[config.mk]
export PLATFORM = sky130hd
export DESIGN_NAME = conv_acc_sequencer
export DESIGN_NICKNAME = d
export VERILOG_FILES = /design/src/rtl/conv_acc_sequencer.sv
export SDC_FILE = /design/constraint.sdc
export NUM_CORES = 1
export LEC_CHECK = 0
export ABC_AREA = 1
export CELL_PAD_IN_SITES_DETAIL_PLACEMENT = 1
export CELL_PAD_IN_SITES_GLOBAL_PLACEMENT = 1
export CORE_ASPECT_RATIO = 2
export CORE_MARGIN = 3
export CORE_UTILIZATION = 44
export CTS_CLUSTER_SIZE = 24
export DETAILED_ROUTE_END_ITERATION = 8
export GPL_TIMING_DRIVEN = 0
export PLACE_DENSITY_LB_ADDON = 0.1
export SLEW_MARGIN = 20
export SYNTH_ARGS = -nofsm -noshare
export SYNTH_HDL_FRONTEND = slang
export SYNTH_SLANG_ARGS = --single-unit
[constraint.sdc]
create_clock -name clk -period 3.9 [get_ports clk]
set_clock_uncertainty 0.1 [all_clocks]
set_input_delay 0.585 -clock clk [delete_from_list [all_inputs] [get_ports clk]]
set_output_delay 0.585 -clock clk [all_outputs]
set_load 0.05 [all_outputs]
[src/rtl/conv_acc_sequencer.sv]
// Job sequencer for the convolution accelerator: buffers CPU words, then loads them,
// starts the accelerator, polls for done and captures the result on its own.
module conv_acc_sequencer #(
  parameter int unsigned DEPTH           = 16,
  parameter logic [5:0]  ACC_DATA_BASE   = 6'd0,
  parameter logic [5:0]  ACC_CTRL_ADDR   = 6'd32,
  parameter logic [5:0]  ACC_STATUS_ADDR = 6'd33,
  parameter logic [5:0]  ACC_RESULT_ADDR = 6'd34,
  parameter int unsigned TIMEOUT         = 1024
) (
  input  logic        clk,
  input  logic        rst,
  input  logic        cpu_en,
  input  logic        cpu_we,
  input  logic [5:0]  cpu_addr,
  input  logic [31:0] cpu_din,
  output logic [31:0] cpu_dout,
  output logic        acc_en,
  output logic        acc_we,
  output logic [5:0]  acc_addr,
  output logic [31:0] acc_din,
  input  logic [31:0] acc_dout,
  output logic        busy
);

  localparam int unsigned IW = (DEPTH > 1) ? $clog2(DEPTH) : 1;
  localparam int unsigned PW = (TIMEOUT > 1) ? $clog2(TIMEOUT) : 1;
  localparam logic [PW-1:0] PollLast = PW'(TIMEOUT - 1);
  localparam logic [5:0] DepthMax = 6'(DEPTH);

  typedef enum logic [2:0] {
    StIdle, StLoad, StStart, StPollReq, StPollWait, StResReq, StResWait
  } state_e;

  state_e        state_q, state_d;
  logic [5:0]    i_q, i_d;
  logic [5:0]    count_q, count_d;
  logic [PW-1:0] poll_q, poll_d;
  logic          done_q, done_d;
  logic          err_q, err_d;
  logic          ovf_q, ovf_d;
  logic [31:0]   result_q, result_d;
  logic [31:0]   cpu_dout_q, cpu_dout_d;
  logic [31:0]   data_buf_q [DEPTH];
  logic [31:0]   rd_data;

  logic cpu_wr, cpu_rd, ctrl_wr, go, abort, clr, push, push_ok;

  assign cpu_wr  = cpu_en & cpu_we;
  assign cpu_rd  = cpu_en & ~cpu_we;
  assign ctrl_wr = cpu_wr & (cpu_addr == 6'd0);
  assign go      = ctrl_wr & cpu_din[0];
  assign abort   = ctrl_wr & cpu_din[1];
  assign clr     = ctrl_wr & cpu_din[2];
  assign push    = cpu_wr & (cpu_addr == 6'd3);
  assign push_ok = push & (state_q == StIdle) & (count_q < DepthMax);

  assign busy     = (state_q != StIdle);
  assign cpu_dout = cpu_dout_q;

  always_comb begin
    rd_data = '0;
    case (cpu_addr)
      6'd1:    rd_data = {22'd0, count_q, ovf_q, err_q, done_q, busy};
      6'd2:    rd_data = result_q;
      default: rd_data = '0;
    endcase
  end

  always_comb begin
    state_d    = state_q;
    i_d        = i_q;
    count_d    = count_q;
    poll_d     = poll_q;
    done_d     = done_q;
    err_d      = err_q;
    ovf_d      = ovf_q;
    result_d   = result_q;
    cpu_dout_d = cpu_rd ? rd_data : cpu_dout_q;
    acc_en     = 1'b0;
    acc_we     = 1'b0;
    acc_addr   = '0;
    acc_din    = '0;

    if (clr) begin
      done_d = 1'b0;
      err_d  = 1'b0;
      ovf_d  = 1'b0;
    end
    if (push) begin
      if (push_ok) count_d = count_q + 6'd1;
      else         ovf_d   = 1'b1;
    end

    unique case (state_q)
      StIdle: begin
        // ABORT in the same write beats GO and must leave done/err alone.
        if (go && !abort) begin
          done_d  = 1'b0;
          err_d   = 1'b0;
          i_d     = '0;
          state_d = (count_q != 6'd0) ? StLoad : StStart;
        end
      end
      StLoad: begin
        acc_en   = 1'b1;
        acc_we   = 1'b1;
        acc_addr = ACC_DATA_BASE + i_q;
        acc_din  = data_buf_q[i_q[IW-1:0]];
        if (i_q == count_q - 6'd1) state_d = StStart;
        else                       i_d     = i_q + 6'd1;
      end
      StStart: begin
        acc_en   = 1'b1;
        acc_we   = 1'b1;
        acc_addr = ACC_CTRL_ADDR;
        acc_din  = 32'd1;
        poll_d   = '0;
        state_d  = StPollReq;
      end
      StPollReq: begin
        acc_en   = 1'b1;
        acc_addr = ACC_STATUS_ADDR;
        state_d  = StPollWait;
      end
      StPollWait: begin
        if (acc_dout[0]) begin
          state_d = StResReq;
        end else if (poll_q == PollLast) begin
          err_d   = 1'b1;
          state_d = StIdle;
        end else begin
          poll_d  = poll_q + 1'b1;
          state_d = StPollReq;
        end
      end
      StResReq: begin
        acc_en   = 1'b1;
        acc_addr = ACC_RESULT_ADDR;
        state_d  = StResWait;
      end
      StResWait: begin
        result_d = acc_dout;
        done_d   = 1'b1;
        count_d  = '0;
        state_d  = StIdle;
      end
      default: state_d = StIdle;
    endcase

    if (abort) begin
      state_d = StIdle;
      count_d = '0;
    end
  end

  always_ff @(posedge clk) begin
    if (rst) begin
      state_q    <= StIdle;
      i_q        <= '0;
      count_q    <= '0;
      poll_q     <= '0;
      done_q     <= 1'b0;
      err_q      <= 1'b0;
      ovf_q      <= 1'b0;
      result_q   <= '0;
      cpu_dout_q <= '0;
    end else begin
      state_q    <= state_d;
      i_q        <= i_d;
      count_q    <= count_d;
      poll_q     <= poll_d;
      done_q     <= done_d;
      err_q      <= err_d;
      ovf_q      <= ovf_d;
      result_q   <= result_d;
      cpu_dout_q <= cpu_dout_d;
    end
  end

  // Buffer storage needs no reset; only count_q decides which entries are live.
  always_ff @(posedge clk) begin
    if (push_ok) data_buf_q[count_q[IW-1:0]] <= cpu_din;
  end

endmodule

==> key figures <==
Logic synthesis
  • Distinct cells, synth: 38
  • Synthesized Nets: 2072
  • Synth Instances: 1992
  • Largest area contributor in the netlist: edfxtp_1
  • Sequential share of the synthesized area: 0.715
  • Synth Register Bits: 608
  • Share of the synthesized area in the top cell type: 0.636
  • Mapped Area: 0.0242 sq mm
  • Synth Warn #: 0
  • Area contributors post-synth: edfxtp_1 (64%), dfxtp_1 (7.9%), o21ai_0 (6.7%)
  • Syn Area/Cell: 12.1 sq um

Worst setup path
  • Crit path kind: flop to primary output
  • Crit path capture type: primary output
  • Required @ worst endpoint: 3.21 ns
  • Setup crit start kind: flop
  • Worst R2R Setup Slack: 0.64 ns
  • Critical path arrival: 3.20 ns
  • Largest fanout on the critical path: 10

Floorplan
  • Die width: 172 um
  • # rows: 120
  • Core area: 0.0539 sq mm
  • IO Count: 147
  • Die area: 0.0580 sq mm
  • Starting Density: 0.449
  • Die Height: 338 um

Power and ir drop
  • Pint: 10.2 mW
  • P_leak: 9.79 nW
  • Combinational Power Share: 0.027
  • P_sw: 2.70 mW
  • Switching part of the total: 0.209
  • Clock share of power: 0.427
  • VDD IR max: 0.308 mV
  • Power per Cell Area: 446 mW/mm^2
  • Sequential power share: 0.546

Clocking
  • Clk sinks: 608
  • Clock transition at path regs: 0.07 ns
  • H-tree depth: 2
  • Worst-Skew Late Latency: 0.60 ns
  • Hold buffers post-CTS: 0
  • Root Driver: clkbuf_16
  • CTS Buf Count: 52
  • CTS tree: built
  • CTS max path bufs: 3

STA
  • Final Hold Fails: 0
  • Final setup vio count: 0
  • Worst relative slew slack: 0.401
  • Fin crit share: 0.996
  • Worst slew pin tran: 0.898 ns
  • Max Slew Vio Count: 0
  • Max Clock Freq: 257 MHz
  • Final worst slack: 0.0140 ns
  • Final Critical Period: 3.89 ns
  • Unrepaired setup endpoints after global routing: false
  • TNS Setup: 0 ns

Drt
  • Vias per inst: 6.22
  • Drt wl/cell: 30.8 um
  • DRC viols: 0
  • Final WL: 90.3 mm
  • Via count: 18268
  • Routed Antenna Nets: 0
  • Drt pass-1 iters: 5
  • 1st-iter DRT viols: 1708

Run status
  • Status: completed

Place
  • Gpl congestion: 0.857
  • # port buffers: 146
  • Placed Instance Area: 0.0272 sq mm
  • Post-Place Cells: 2837
  • DP Wirelength: 63.0 mm
  • Pre-CTS setup slack: -0.296 ns

Layout
  • P&R area growth vs syn: 19.9%
  • Cell Count, Final, Fillers Out: 2935
  • Share of post-route cells with drive strength above 1: 0.119
  • Final std cell area, no fill: 0.0290 sq mm
  • ANT cells: 0
  • Nets: 2300

Global route
  • Number of antenna violations at the first check in global routing: 1
  • Largest net degree at the start of global routing: 19
  • Vias in the first global route: 19878
  • GRT Resource Usage Total: 0.311
  • Global-route wire length before repair: 129 mm
  • Remaining global-route overflow: 0

Flow run
  • Max Cap Viol: 0

Hold path
  • Hold WC Path Type: flop to flop
cells in the final DEF, fill, tap and decap left out, types with 5 or more instances in the layout:
| cell | instances |
|---|---|
| o211ai_1 | 35 |
| clkinv_1 | 12 |
| buf_6 | 11 |
| a21oi_1 | 83 |
| o21ai_0 | 325 |
| clkbuf_1 | 41 |
| nor2_4 | 16 |
| clkdlybuf4s15_2 | 13 |
| buf_12 | 11 |
| edfxtp_1 | 512 |
| buf_2 | 35 |
| bufinv_16 | 8 |
| clkdlybuf4s50_1 | 109 |
| clkbuf_2 | 53 |
| nor2_1 | 359 |
| a21oi_2 | 5 |
| dfxtp_1 | 95 |
| clkbuf_16 | 54 |
| buf_4 | 15 |
| buf_16 | 12 |
| ha_1 | 6 |
| nand3_1 | 56 |
| inv_1 | 68 |
| nand4_1 | 14 |
| o221ai_1 | 104 |
| nor3_1 | 7 |
| clkinv_2 | 11 |
| o22ai_1 | 34 |
| nand2_1 | 106 |
| dlygate4sd2_1 | 10 |
path summary, 6_finish.rpt:
kind	cells past startpoint	start	to
max	9	flop	acc_din[3]
min	2	result_q[9]	result_q[9]
max reg2reg	9	count_q[0]	data_buf_q[0][14]
min reg2reg	2	result_q[9]	result_q[9]
cell families (layout without fill, tap and decap cells):
| group | count (synthesis) | in the layout | share of synthesized area |
|---|---|---|---|
| compound gates | 595 | 595 | 0.146 |
| xor+xnor | 2 | 2 | 0.000724 |
| fa+ha+maj | 6 | 6 | 0.00310 |
| buf+inv | 212 | 484 | 0.0399 |
| flops | 608 | 608 | 0.715 |
| simple gates | 569 | 569 | 0.0950 |
area by class of cell:
cell class	count	area [sq um]
tap	671	840
multi-input combinational	1172	6040
buffer	139	754
timing repair buffer	174	2010
inverter	73	277
sequential	608	17300
fill	5527	24900
clock inverter	38	407
clock buffer	60	1370
per-stage QoR:
stage | util | power (mW) | hold WS (ns)
final | 0.538 | 12.9 | 0.358
after global routing | 0.538 | 13.2 | 0.390
after CTS | 0.539 | 13.0 | 0.362
after detailed placement | 0.504 | 7.55 | 0.352
after global placement | 0.491 | 7.54 | 0.340
after floorplan | - | 7.32 | 0.325
layer usage:
metal / routed length, um / track usage / up-vias / part of all wire
li1: - / - / 7807 / -
met1: 28300 / 0.307 / 9195 / 0.31
met2: 47800 / 0.572 / 894 / 0.53
met3: 5640 / 0.0498 / 370 / 0.062
met4: 8450 / 0.233 / 2 / 0.094
met5: 12 / 0 / - / 0.00013
power groups by stage:
stage | Sequential [mW] | Clock [mW] | Combinational [mW]
floorplan | 7.27 | 0 | 0.0547
global placement | 7.20 | 0 | 0.336
detailed placement | 7.20 | 0 | 0.348
CTS | 7.06 | 5.57 | 0.350
global route | 7.06 | 5.79 | 0.370
finish | 7.06 | 5.52 | 0.350
worst max-delay path, stage by stage (launching register included):
cell	delay, ns
dfxtp_2	0.50
buf_6	0.21
buf_6	0.17
buf_8	0.21
buf_6	0.23
nor2_1	0.08
o221ai_1	0.20
nand3_1	0.10
a21oi_1	0.30
dlygate4sd2_1	0.57
synthesized netlist by cell type, drive strengths merged:
library cell,n
a211oi,1
a21oi,88
a31o,1
a31oi,2
buf,58
clkbuf,81
clkinv,1
dfxtp,96
edfxtp,512
ha,6
inv,72
nand2,108
nand3,56
nand3b,3
nand4,14
nor2,378
nor3,9
o211a,1
o211ai,35
o21ai,327
o21bai,2
o221ai,104
o22ai,34
or2,1
xor2,2
sequential cells by signal, summed over array words and instances (netlist names), 3 cells and up, named ones only:
name        count
poll_q         10
data_buf_q    512
result_q       32
i_q             6
cpu_dout       32
count_q         6
state_q         3
what timing repair did:
action                     4_1_cts  5_1_grt
gates cloned                     0        0
resized for setup              112       37
setup endpoints to repair       35       27
buffers inserted                 0        0
Power figures use the tool's default switching activity.
